## config.mk

```make
export PLATFORM = sky130hd
export DESIGN_NAME = mult_dot_sequencer
export DESIGN_NICKNAME = d
export VERILOG_FILES = /design/src/rtl/mult_dot_sequencer.sv
export SDC_FILE = /design/constraint.sdc
export NUM_CORES = 1
export LEC_CHECK = 0
export CAP_MARGIN = 10
export CORE_MARGIN = 1.5
export CORE_UTILIZATION = 26
export DETAILED_ROUTE_END_ITERATION = 8
export PLACE_DENSITY_LB_ADDON = 0.3
export SYNTH_ARGS = -nofsm -noshare
export SYNTH_HDL_FRONTEND = slang
export SYNTH_SLANG_ARGS = --single-unit
```

## constraint.sdc

```tcl
create_clock -name clk -period 3.76 [get_ports clk]
set_input_delay 0.752 -clock clk [delete_from_list [all_inputs] [get_ports clk]]
set_output_delay 0.752 -clock clk [all_outputs]
set_load 0.005 [all_outputs]
```

## src/rtl/mult_dot_sequencer.sv

```systemverilog
// Operand sequencer and product accumulator for the 16-bit sequential
// multiplier. Issues one (a, b) pair at a time, accumulates each product
// and presents the dot-product sum, term count and status flags on a
// valid/ready result port once the pair marked last has completed.
module mult_dot_sequencer #(
    parameter int unsigned ACC_W   = 40,
    parameter int unsigned TIMEOUT = 64
) (
    input  logic             clk,
    input  logic             rst,
    input  logic             op_valid,
    output logic             op_ready,
    input  logic [15:0]      op_a,
    input  logic [15:0]      op_b,
    input  logic             op_last,
    output logic             mul_start,
    output logic [15:0]      mul_ain,
    output logic [15:0]      mul_bin,
    input  logic [31:0]      mul_yout,
    input  logic             mul_done,
    output logic             res_valid,
    input  logic             res_ready,
    output logic [ACC_W-1:0] res_sum,
    output logic [7:0]       res_count,
    output logic             res_ovf,
    output logic             res_err
);

    localparam int unsigned TMO_W = $clog2(TIMEOUT + 1);
    localparam logic [TMO_W-1:0] TMO_LAST = TMO_W'(TIMEOUT - 1);

    typedef enum logic [1:0] {
        S_IDLE,
        S_WAIT,
        S_DRAIN,
        S_RESULT
    } state_t;

    state_t             state_q, state_d;
    logic [15:0]        ain_q, ain_d;
    logic [15:0]        bin_q, bin_d;
    logic               last_q, last_d;
    logic [ACC_W-1:0]   acc_q, acc_d;
    logic [7:0]         count_q, count_d;
    logic               ovf_q, ovf_d;
    logic               err_q, err_d;
    logic [TMO_W-1:0]   tmo_q, tmo_d;
    logic [ACC_W:0]     sum_ext;

    // One extra bit on the adder exposes the carry out of the accumulator.
    assign sum_ext = {1'b0, acc_q} + {{(ACC_W + 1 - 32){1'b0}}, mul_yout};

    // Next-state and datapath updates; every target defaults to hold.
    always_comb begin
        state_d = state_q;
        ain_d   = ain_q;
        bin_d   = bin_q;
        last_d  = last_q;
        acc_d   = acc_q;
        count_d = count_q;
        ovf_d   = ovf_q;
        err_d   = err_q;
        tmo_d   = tmo_q;

        unique case (state_q)
            S_IDLE: begin
                if (op_valid) begin
                    ain_d   = op_a;
                    bin_d   = op_b;
                    last_d  = op_last;
                    count_d = (count_q == 8'hFF) ? count_q : count_q + 8'd1;
                    tmo_d   = '0;
                    state_d = S_WAIT;
                end
            end
            S_WAIT: begin
                if (mul_done) begin
                    acc_d = sum_ext[ACC_W-1:0];
                    if (sum_ext[ACC_W]) begin
                        ovf_d = 1'b1;
                    end
                    state_d = S_DRAIN;
                end else if (tmo_q == TMO_LAST) begin
                    // Timed-out term is counted but never added.
                    err_d   = 1'b1;
                    state_d = S_DRAIN;
                end else begin
                    tmo_d = tmo_q + 1'b1;
                end
            end
            S_DRAIN: begin
                // Let the multiplier return to idle before the next start.
                if (!mul_done) begin
                    state_d = last_q ? S_RESULT : S_IDLE;
                end
            end
            S_RESULT: begin
                if (res_ready) begin
                    acc_d   = '0;
                    count_d = '0;
                    ovf_d   = 1'b0;
                    err_d   = 1'b0;
                    state_d = S_IDLE;
                end
            end
            default: state_d = S_IDLE;
        endcase
    end

    // State and datapath registers, asynchronously cleared.
    always_ff @(posedge clk or posedge rst) begin
        if (rst) begin
            state_q <= S_IDLE;
            ain_q   <= '0;
            bin_q   <= '0;
            last_q  <= 1'b0;
            acc_q   <= '0;
            count_q <= '0;
            ovf_q   <= 1'b0;
            err_q   <= 1'b0;
            tmo_q   <= '0;
        end else begin
            state_q <= state_d;
            ain_q   <= ain_d;
            bin_q   <= bin_d;
            last_q  <= last_d;
            acc_q   <= acc_d;
            count_q <= count_d;
            ovf_q   <= ovf_d;
            err_q   <= err_d;
            tmo_q   <= tmo_d;
        end
    end

    // Handshake outputs decode the registered state, so an asynchronous
    // reset removes mul_start and res_valid without waiting for a clock;
    // op_ready is additionally held low while reset is asserted.
    assign op_ready  = (state_q == S_IDLE) && !rst;
    assign mul_start = (state_q == S_WAIT);
    assign res_valid = (state_q == S_RESULT);
    assign mul_ain   = ain_q;
    assign mul_bin   = bin_q;
    assign res_sum   = acc_q;
    assign res_count = count_q;
    assign res_ovf   = ovf_q;
    assign res_err   = err_q;

endmodule

```

==> results.toml, run 1 <==
[global_route]
track_usage = 0.143
antenna_found_initial = 0
grt_max_degree = 43
grt_pass1_wl_um = 24900
grt_pass1_vias = 4812
overflow = 0

[yosys]
syn_avg_cell_area_um2 = 9.62
syn_inst = 566
async_reset_ff_frac = 1.00
synth_edf_count = 0
synth_seq_cells = 92
synthFlopType = "dfrtp_1"
syn_area_mm2 = 0.00545
synthDistinctLibCells = 56
yosysSeqAreaShare = 0.423
syn_nets = 671
yosys_warnings = 0

[cts]
cts.repair.resized = 0
cts_hold_buf = 0
clk_pin_slew_ps = 80
clockBufferDepth = 2
cts_max_level = 3
postCtsSetupBuffers = 0
cts_tree = "built"
numCtsBuffers = 9
clk_latency_ps = 350
clock-sinks = 92
cts_root_buf = "clkbuf_16"

[die]
rows = 52
die-area_mm2 = 0.0218
ios = 155
die_w_um = 148
core-area_mm2 = 0.0204
chipHeight_um = 148
start_util = 0.267

[routing]
num_vias = 4745
wl_um = 15300
detail_route.wl_per_cell_um = 15.3
drc = 0
antenna_left = 0
drt_iter0_markers = 186
via_per_inst = 4.75
firstDrtPassIters = 4

[cells_and_area]
layout_commonest_cell = "clkdlybuf4s50_1"
n_antenna_cell = 0
instances_no_fill = 1000
final_nets = 830
layout_common_cells = "clkdlybuf4s50_1, dfrtp_1, nand2_1"
fillerInstances = 2073
drive_gt1_frac = 0.103
syn_to_final_growth_pct = 41.2
multi_input_area_mm2 = 0.00303
register_area_mm2 = 0.00230
final_area_mm2 = 0.00769

[timing]
min_period_ps = 3540
setup_ws_ps = 221
tightest_slew_ps = 1060
maxSlewHeadroom = 0.293
rsz0062_at_grt = "no"
drv_slew = 0
skew_ps = 7.29
fin_tns_setup_ps = 0
fmax_mhz = 283
setup_viol = 0
fin_crit_sh = 0.941
hold_viol = 0

[power_and_ir_drop]
total_power_mw = 5.59
leakagePower_nw = 3.31
ir_worst_vdd_uv = 386
pwr_density_cell_mw_per_mm2 = 726

[placement]
place_ws_ps = -118
placed_area_mm2 = 0.00737
finalWeightedCongestion = 0.837
io_buffers = 154
dpl.cell_count = 984
hpwl_um = 11400

[status]
status = "completed"

[worst_setup_path]
cp-end-kind = "register"
cp_max_fo = 5
arrival_ps = 3820
start_kind = "input port"
required_ps = 4040
rrSetupSlack_ps = 700
crit_type = "in2reg"

[worst_hold_path]
hold_class = "reg2reg"

[run]
drv_cap = 0
report_power, final:
group | leakage, nW | internal [mW] | switching (mW) | total [mW]
sequential | 1.16 | 1.37 | 0.310 | 1.68
combinational | 1.99 | 1.58 | 1.34 | 2.92
clock | 0.156 | 0.535 | 0.453 | 0.988
worst paths after layout:
kind                                           end  cells past startpoint              startpoint
setup reg to reg           res_sum[34]$_DFFE_PP0P_                     11  res_sum[0]$_DFFE_PP0P_
hold / removal              mul_bin[6]$_DFFE_PP0P_                      1  mul_bin[6]$_DFFE_PP0P_
min in group asynchronous  mul_ain[10]$_DFFE_PP0P_                      2                     rst
hold reg to reg             mul_bin[6]$_DFFE_PP0P_                      1  mul_bin[6]$_DFFE_PP0P_
max in group asynchronous   res_sum[1]$_DFFE_PP0P_                      3                     rst
setup / recovery           res_sum[34]$_DFFE_PP0P_                     12             mul_yout[0]
registers in the layout, indices dropped and copies added (netlist names):
name       count
last_q         1
mul_ain       16
mul_bin       16
res_count      8
res_err        1
res_ovf        1
res_sum       40
state_q        2
tmo_q          7
metrics by stage:
step                      hold WS (ps)   util
after floorplan                    486      -
after detailed placement           494  0.362
final                              507  0.378
after global routing               521  0.378
after global placement             489  0.362
after CTS                          513  0.378
routing by layer:
| layer | up-vias | wire length, um | global-route usage |
|---|---|---|---|
| met5 | - | 0 | 0 |
| met4 | 0 | 146 | 0.0345 |
| met3 | 11 | 1340 | 0.0562 |
| met2 | 160 | 6930 | 0.230 |
| met1 | 2224 | 6920 | 0.180 |
| li1 | 2350 | - | - |
cell type report:
cell class,instances,share of cell area
clock buffers,9,0.0293
flip-flops and latches,92,0.299
well taps,270,0.0439
multi-input cells,443,0.394
repair buffers,169,0.217
inverters,10,0.00521
clock inverters,7,0.0120
synthesized netlist by cell type (5+ instances only):
master,instances,area [um^2]
a21o_1,17,128
xnor2_1,18,158
nor2b_1,5,31.3
a211oi_1,5,37.5
nor3_1,13,65.1
nand2_1,74,278
nand3_1,13,65.1
and2_1,5,31.3
a21oi_1,37,185
ha_1,34,425
inv_1,10,37.5
nor2_1,31,116
mux2i_1,7,70.1
dfrtp_1,92,2300
o21ai_0,45,225
clkbuf_1,17,63.8
o21bai_1,5,37.5
o21ai_1,11,55.1
mux2_2,33,372
xor2_1,22,193
and3_1,10,62.6
o211ai_1,6,45.0
kinds of logic after synthesis:
kind of cell    share of synthesized area
mux                                0.0811
flops                               0.423
fa+ha+maj                          0.0818
compound gates                      0.180
xor+xnor                           0.0643
simple gates                        0.147
buf+inv                            0.0230
critical path, stage by stage:
cell	delay, ps
clkdlybuf4s50_1	460
ha_1	280
fa_1	410
a21o_1	190
a221oi_1	420
o21ai_1	240
a21boi_1	170
buf_4	150
nor4_1	70
o211a_4	270
o2111ai_2	210
mux2i_1	200
(Power assumes the default switching activity.)
==> inputs of run 2 (changes only) <==
--- a/config.mk
+++ b/config.mk
@@ -9,7 +9,9 @@
 export CORE_MARGIN = 1.5
 export CORE_UTILIZATION = 26
 export DETAILED_ROUTE_END_ITERATION = 8
-export PLACE_DENSITY_LB_ADDON = 0.3
+export DONT_BUFFER_PORTS = 1
+export PLACE_DENSITY = 0.43
 export SYNTH_ARGS = -nofsm -noshare
 export SYNTH_HDL_FRONTEND = slang
 export SYNTH_SLANG_ARGS = --single-unit
+export TNS_END_PERCENT = 100
==> run 2 against run 1 <==
  * Non-clock buffer count fell by 163
  * Largest cell class unchanged
  * Flip-flop and latch count did not move
  * Via count fell by 12%
  * Worst setup slack improved by 340 ps
  * Critical path type is now reg2reg
  * Maximum frequency rose by 11%
  * Power fell by 15%
  * Sequential share of layout area rose by 8.1 points
  * Cell count fell by 16%
  * Sequential power rose by 6%
  * Worst hold slack got worse by 66 ps
==> results.toml, run 2 (synthesis gave the netlist of run 1 again) <==
[cts]
clock-sinks = 92
cts_hold_buf = 0
clk_latency_ps = 350
cts.repair.resized = 0
cts_root_buf = "clkbuf_16"
numCtsBuffers = 9
cts_max_level = 3
cts_tree = "built"
clk_pin_slew_ps = 80
clockBufferDepth = 2
postCtsSetupBuffers = 0

[global_route]
busiest_layer = "met2"
grt_pass1_vias = 4439
track_usage = 0.137
overflow = 0
grtUsageMet2 = 0.230
gr-usage-met3 = 0.0543
grt_max_degree = 70
grt_pass1_wl_um = 23700
antenna_found_initial = 0
grt_use_met1 = 0.165

[routing]
detail_route.wl_per_cell_um = 17.4
antenna_left = 0
firstDrtPassIters = 4
via_per_inst = 4.99
wl_um = 14600
drc = 0
num_vias = 4176
drt_iter0_markers = 181

[placement]
finalWeightedCongestion = 0.854
placed_area_mm2 = 0.00576
hpwl_um = 10900
dpl.cell_count = 821
io_buffers = 0

[die]
chipHeight_um = 148
die_w_um = 148
start_util = 0.267
rows = 52
ios = 155
die-area_mm2 = 0.0218
core-area_mm2 = 0.0204

[worst_setup_path]
start_kind = "register"
max_stage_delay_ps = 430
cp_max_fo = 5
crit_start = "res_sum[0]$_DFFE_PP0P_"
crit_chain = "ha_1, fa_1, a21o_1, a221oi_1, o21ai_1, a21boi_1, nor4_1, o211a_4, o2111ai_2, mux2i_1"
reg2reg_from = "res_sum[0]$_DFFE_PP0P_"
cp-end-kind = "register"
rrSetupSlack_ps = 560
crit_type = "reg2reg"
path_delay_family = "compound AO/OA/AOI/OAI gates"
crit_slowest_cell = "fa_1"
required_ps = 4040
arrival_ps = 3470
crit_buf_inv = 0

[cells_and_area]
final_area_mm2 = 0.00605
syn_to_final_growth_pct = 11.1
n_antenna_cell = 0
largest_reg_flops = 40
fillerInstances = 2144
drive_gt1_frac = 0.116
final_nets = 667
instances_no_fill = 837
layout_common_cells = "dfrtp_1, nand2_1, o21ai_0"
register_area_mm2 = 0.00230
multi_input_area_mm2 = 0.00303
layout_commonest_cell = "dfrtp_1"

[timing]
hold_viol = 0
fmax_mhz = 313
rsz0062_at_grt = "no"
min_period_ps = 3200
holdWs_ps = 442
skew_ps = 10.0
drv_slew = 0
maxSlewHeadroom = 0.335
tightest_slew_ps = 995
setup_viol = 0
fin_crit_sh = 0.850
fin_tns_setup_ps = 0

[status]
status = "completed"

[worst_hold_path]
hold_class = "in2async"

[power_and_ir_drop]
pwr_density_cell_mw_per_mm2 = 783
ir_worst_vdd_uv = 339
leakagePower_nw = 2.67
total_power_mw = 4.74

[run]
drv_cap = 0
## run 2: cell count changes in the layout (fill, tap and decap cells not counted), sizes merged
| cell | delta |
|---|---|
| buf | -9 |
| clkdlybuf4s50 | -154 |
| clkinv | +1 |
| bufinv | -1 |
## run 2: path summary, 6_finish.rpt
path,to,cells after the start
setup reg to reg,res_sum[34]$_DFFE_PP0P_,10
hold / removal,mul_bin[13]$_DFFE_PP0P_,1
setup / recovery,res_sum[34]$_DFFE_PP0P_,10
hold reg to reg,mul_ain[0]$_DFFE_PP0P_,1
min in group clk,mul_ain[0]$_DFFE_PP0P_,1
max in group asynchronous,last_q$_DFFE_PP0P_,2
## run 2: power by group
part / leakage [nW] / switching, mW / internal [mW]
registers: 1.16 / 0.408 / 1.37
clock network: 0.145 / 0.450 / 0.467
logic: 1.36 / 1.15 / 0.895
## run 2: final cells by class
type	instances	area share
Multi-Input combinational cell	443	0.501
Sequential cell	92	0.381
Tap cell	270	0.0558
Clock buffer	9	0.0372
Clock inverter	7	0.0112
Timing Repair Buffer	6	0.00745
Inverter	10	0.00662
## run 2: layer usage
layer	part of all wire	wire length, um	vias to the layer above
met5	0	0	-
met4	0.0097	142	0
met1	0.43	6250	2002
li1	-	-	2028
met3	0.089	1300	10
met2	0.47	6880	136
## run 2: through the flow
step	worst slack, ps	util
4_1_cts	498	0.297
3_5_place_dp	173	0.283
3_3_place_gp	287	0.283
5_1_grt	341	0.297
6_report	565	0.297
2_1_floorplan	616	-
## run 2: worst reg2reg max path: stages (launching register included)
cell and delay (ps):
dfrtp_1 420, ha_1 240, fa_1 430, a21o_1 210
a221oi_1 390, o21ai_1 210, a21boi_1 360, nor4_1 160
o211a_4 290, o2111ai_2 200, mux2i_1 200
==> inputs of run 3 (changes only) <==
--- a/config.mk
+++ b/config.mk
@@ -10,7 +10,7 @@
 export CORE_UTILIZATION = 26
 export DETAILED_ROUTE_END_ITERATION = 8
 export DONT_BUFFER_PORTS = 1
-export PLACE_DENSITY = 0.43
+export PLACE_DENSITY = 0.45
 export SYNTH_ARGS = -nofsm -noshare
 export SYNTH_HDL_FRONTEND = slang
 export SYNTH_SLANG_ARGS = --single-unit
==> constraint.sdc (replaced) <==
create_clock -name clk -period 2.6 [get_ports clk]
set_input_delay 0.52 -clock clk [delete_from_list [all_inputs] [get_ports clk]]
set_output_delay 0.52 -clock clk [all_outputs]
set_load 0.005 [all_outputs]
==> run 3 against run 2 <==
  * The run now ends with setup timing left
  * Combinational power increased by 95%
  * Power increased by 66%
  * Sequential power increased by 41%
  * Worst hold slack worse by 330 ps
  * Via count grew 8.8%
  * Non-clock buffer count is 87 higher
  * Cell area increased by 15%
  * Worst setup slack lost 600 ps
  * Register-to-register slack got worse by 600 ps
  * Core utilization rose by 4.4 points
  * First-iteration DRC count increased by 14%
==> results.toml, run 3 (synthesis gave the netlist of run 1 again) <==
[die]
ios = 155
chipHeight_um = 148
core-area_mm2 = 0.0204
rows = 52
die-area_mm2 = 0.0218
start_util = 0.267
die_w_um = 148

[power_and_ir_drop]
total_power_mw = 7.88
leakagePower_nw = 3.12
ir_worst_vdd_uv = 430
pwr_density_cell_mw_per_mm2 = 1140

[cells_and_area]
syn_to_final_growth_pct = 27.4
instances_no_fill = 925
layout_commonest_cell = "buf_4"
final_nets = 754
largest_reg_flops = 40
fillerInstances = 2088
layout_common_cells = "buf_4, dfrtp_1, nand2_1"
utilization = 0.341
final_area_mm2 = 0.00694
drive_gt1_frac = 0.283

[cts]
cts_tree = "built"
clock-sinks = 92
cts_root_buf = "clkbuf_16"
numCtsBuffers = 9
cts_max_level = 3
clockBufferDepth = 2
clk_latency_ps = 350
clk_pin_slew_ps = 70
cts_hold_buf = 0

[timing]
drv_slew = 0
skew_ps = 10.6
fmax_mhz = 379
fin_tns_setup_ps = -41.8
setup_viol = 2
hold_viol = 0
tightest_slew_ps = 631
min_period_ps = 2640
rsz0062_at_grt = "yes"
fin_crit_sh = 1.01
maxSlewHeadroom = 0.578
setup_ws_ps = -38.6
holdWs_ps = 112

[routing]
wl_um = 15600
num_vias = 4544
detail_route.wl_per_cell_um = 16.8
drt_iter0_markers = 206
firstDrtPassIters = 4
via_per_inst = 4.91
antenna_left = 0
drc = 0

[placement]
hpwl_um = 11800
place_ws_ps = -297
finalWeightedCongestion = 0.808
io_buffers = 0
dpl.cell_count = 906
placed_area_mm2 = 0.00645

[global_route]
antenna_found_initial = 1
grt_pass1_wl_um = 24900
overflow = 0
grt_pass1_vias = 4733
grt_max_degree = 33
track_usage = 0.145

[worst_setup_path]
arrival_ps = 2890
crit_type = "reg2reg"
cp-end-kind = "register"
r2r_cells = 10
cp_max_fo = 5
required_ps = 2850
start_kind = "register"

[worst_hold_path]
hold_class = "in2async"

[status]
violations = "setup timing"
status = "complete, but fails checks"

[run]
drv_cap = 0
==> run 3: changes by cell type in the layout (fill, tap and decap cells not counted), moves of 6 or more <==
cell and delta:
a21oi_2 +6, buf_4 +86, ha_4 +6, ha_1 -6, a21oi_1 -6
==> run 3: worst max-delay path, stage by stage (launching register included) <==
cell and delay, ps:
dfrtp_1 410, ha_4 180, fa_2 360, a21o_1 200
a221oi_2 280, o21ai_2 150, a21boi_2 230, nor4_2 80
o211a_4 270, o21ai_2 130, mux2i_1 260
==> run 3: power breakdown <==
group	internal (mW)	switching, mW
clock	0.765	0.626
sequential	1.98	0.528
combinational	1.98	2.00
total	4.73	3.15
==> run 3: final cells by class <==
cell class	instances	area, um^2	area share
inverter	10	41.3	0.00595
clock inverter	6	81.3	0.0117
antenna	1	2.50	0.000361
sequential	92	2300	0.332
multi-input combinational	443	3230	0.466
clock buffer	10	229	0.0330
tap	270	338	0.0487
timing repair buffer	93	711	0.102
==> run 3: layer usage <==
layer  vias to the layer above  track usage  routed length [um]
met4                         0       0.0290                 134
met3                        13       0.0645                1450
met5                         -            0                   0
met2                       163        0.249                7590
met1                      2168        0.168                6400
li1                       2200            -                   -
==> run 3: worst paths after layout <==
path                                              start                 endpoint  slack, ps
min in group clk                                op_a[8]   mul_ain[8]$_DFFE_PP0P_        310
worst min register to register  res_sum[19]$_DFFE_PP0P_  res_sum[19]$_DFFE_PP0P_        540
worst max register to register   res_sum[0]$_DFFE_PP0P_  res_sum[38]$_DFFE_PP0P_        -40
worst max-delay path             res_sum[0]$_DFFE_PP0P_  res_sum[38]$_DFFE_PP0P_        -40
worst min-delay path                                rst   mul_ain[6]$_DFFE_PP0P_        110
max in group asynchronous                           rst  res_sum[13]$_DFFE_PP0P_       1880
==> run 3: repair_timing <==
item	in CTS	in global routing
pin swaps	10	10
gates resized for setup	8	26
setup endpoints to repair	18	21
setup buffers	2	0
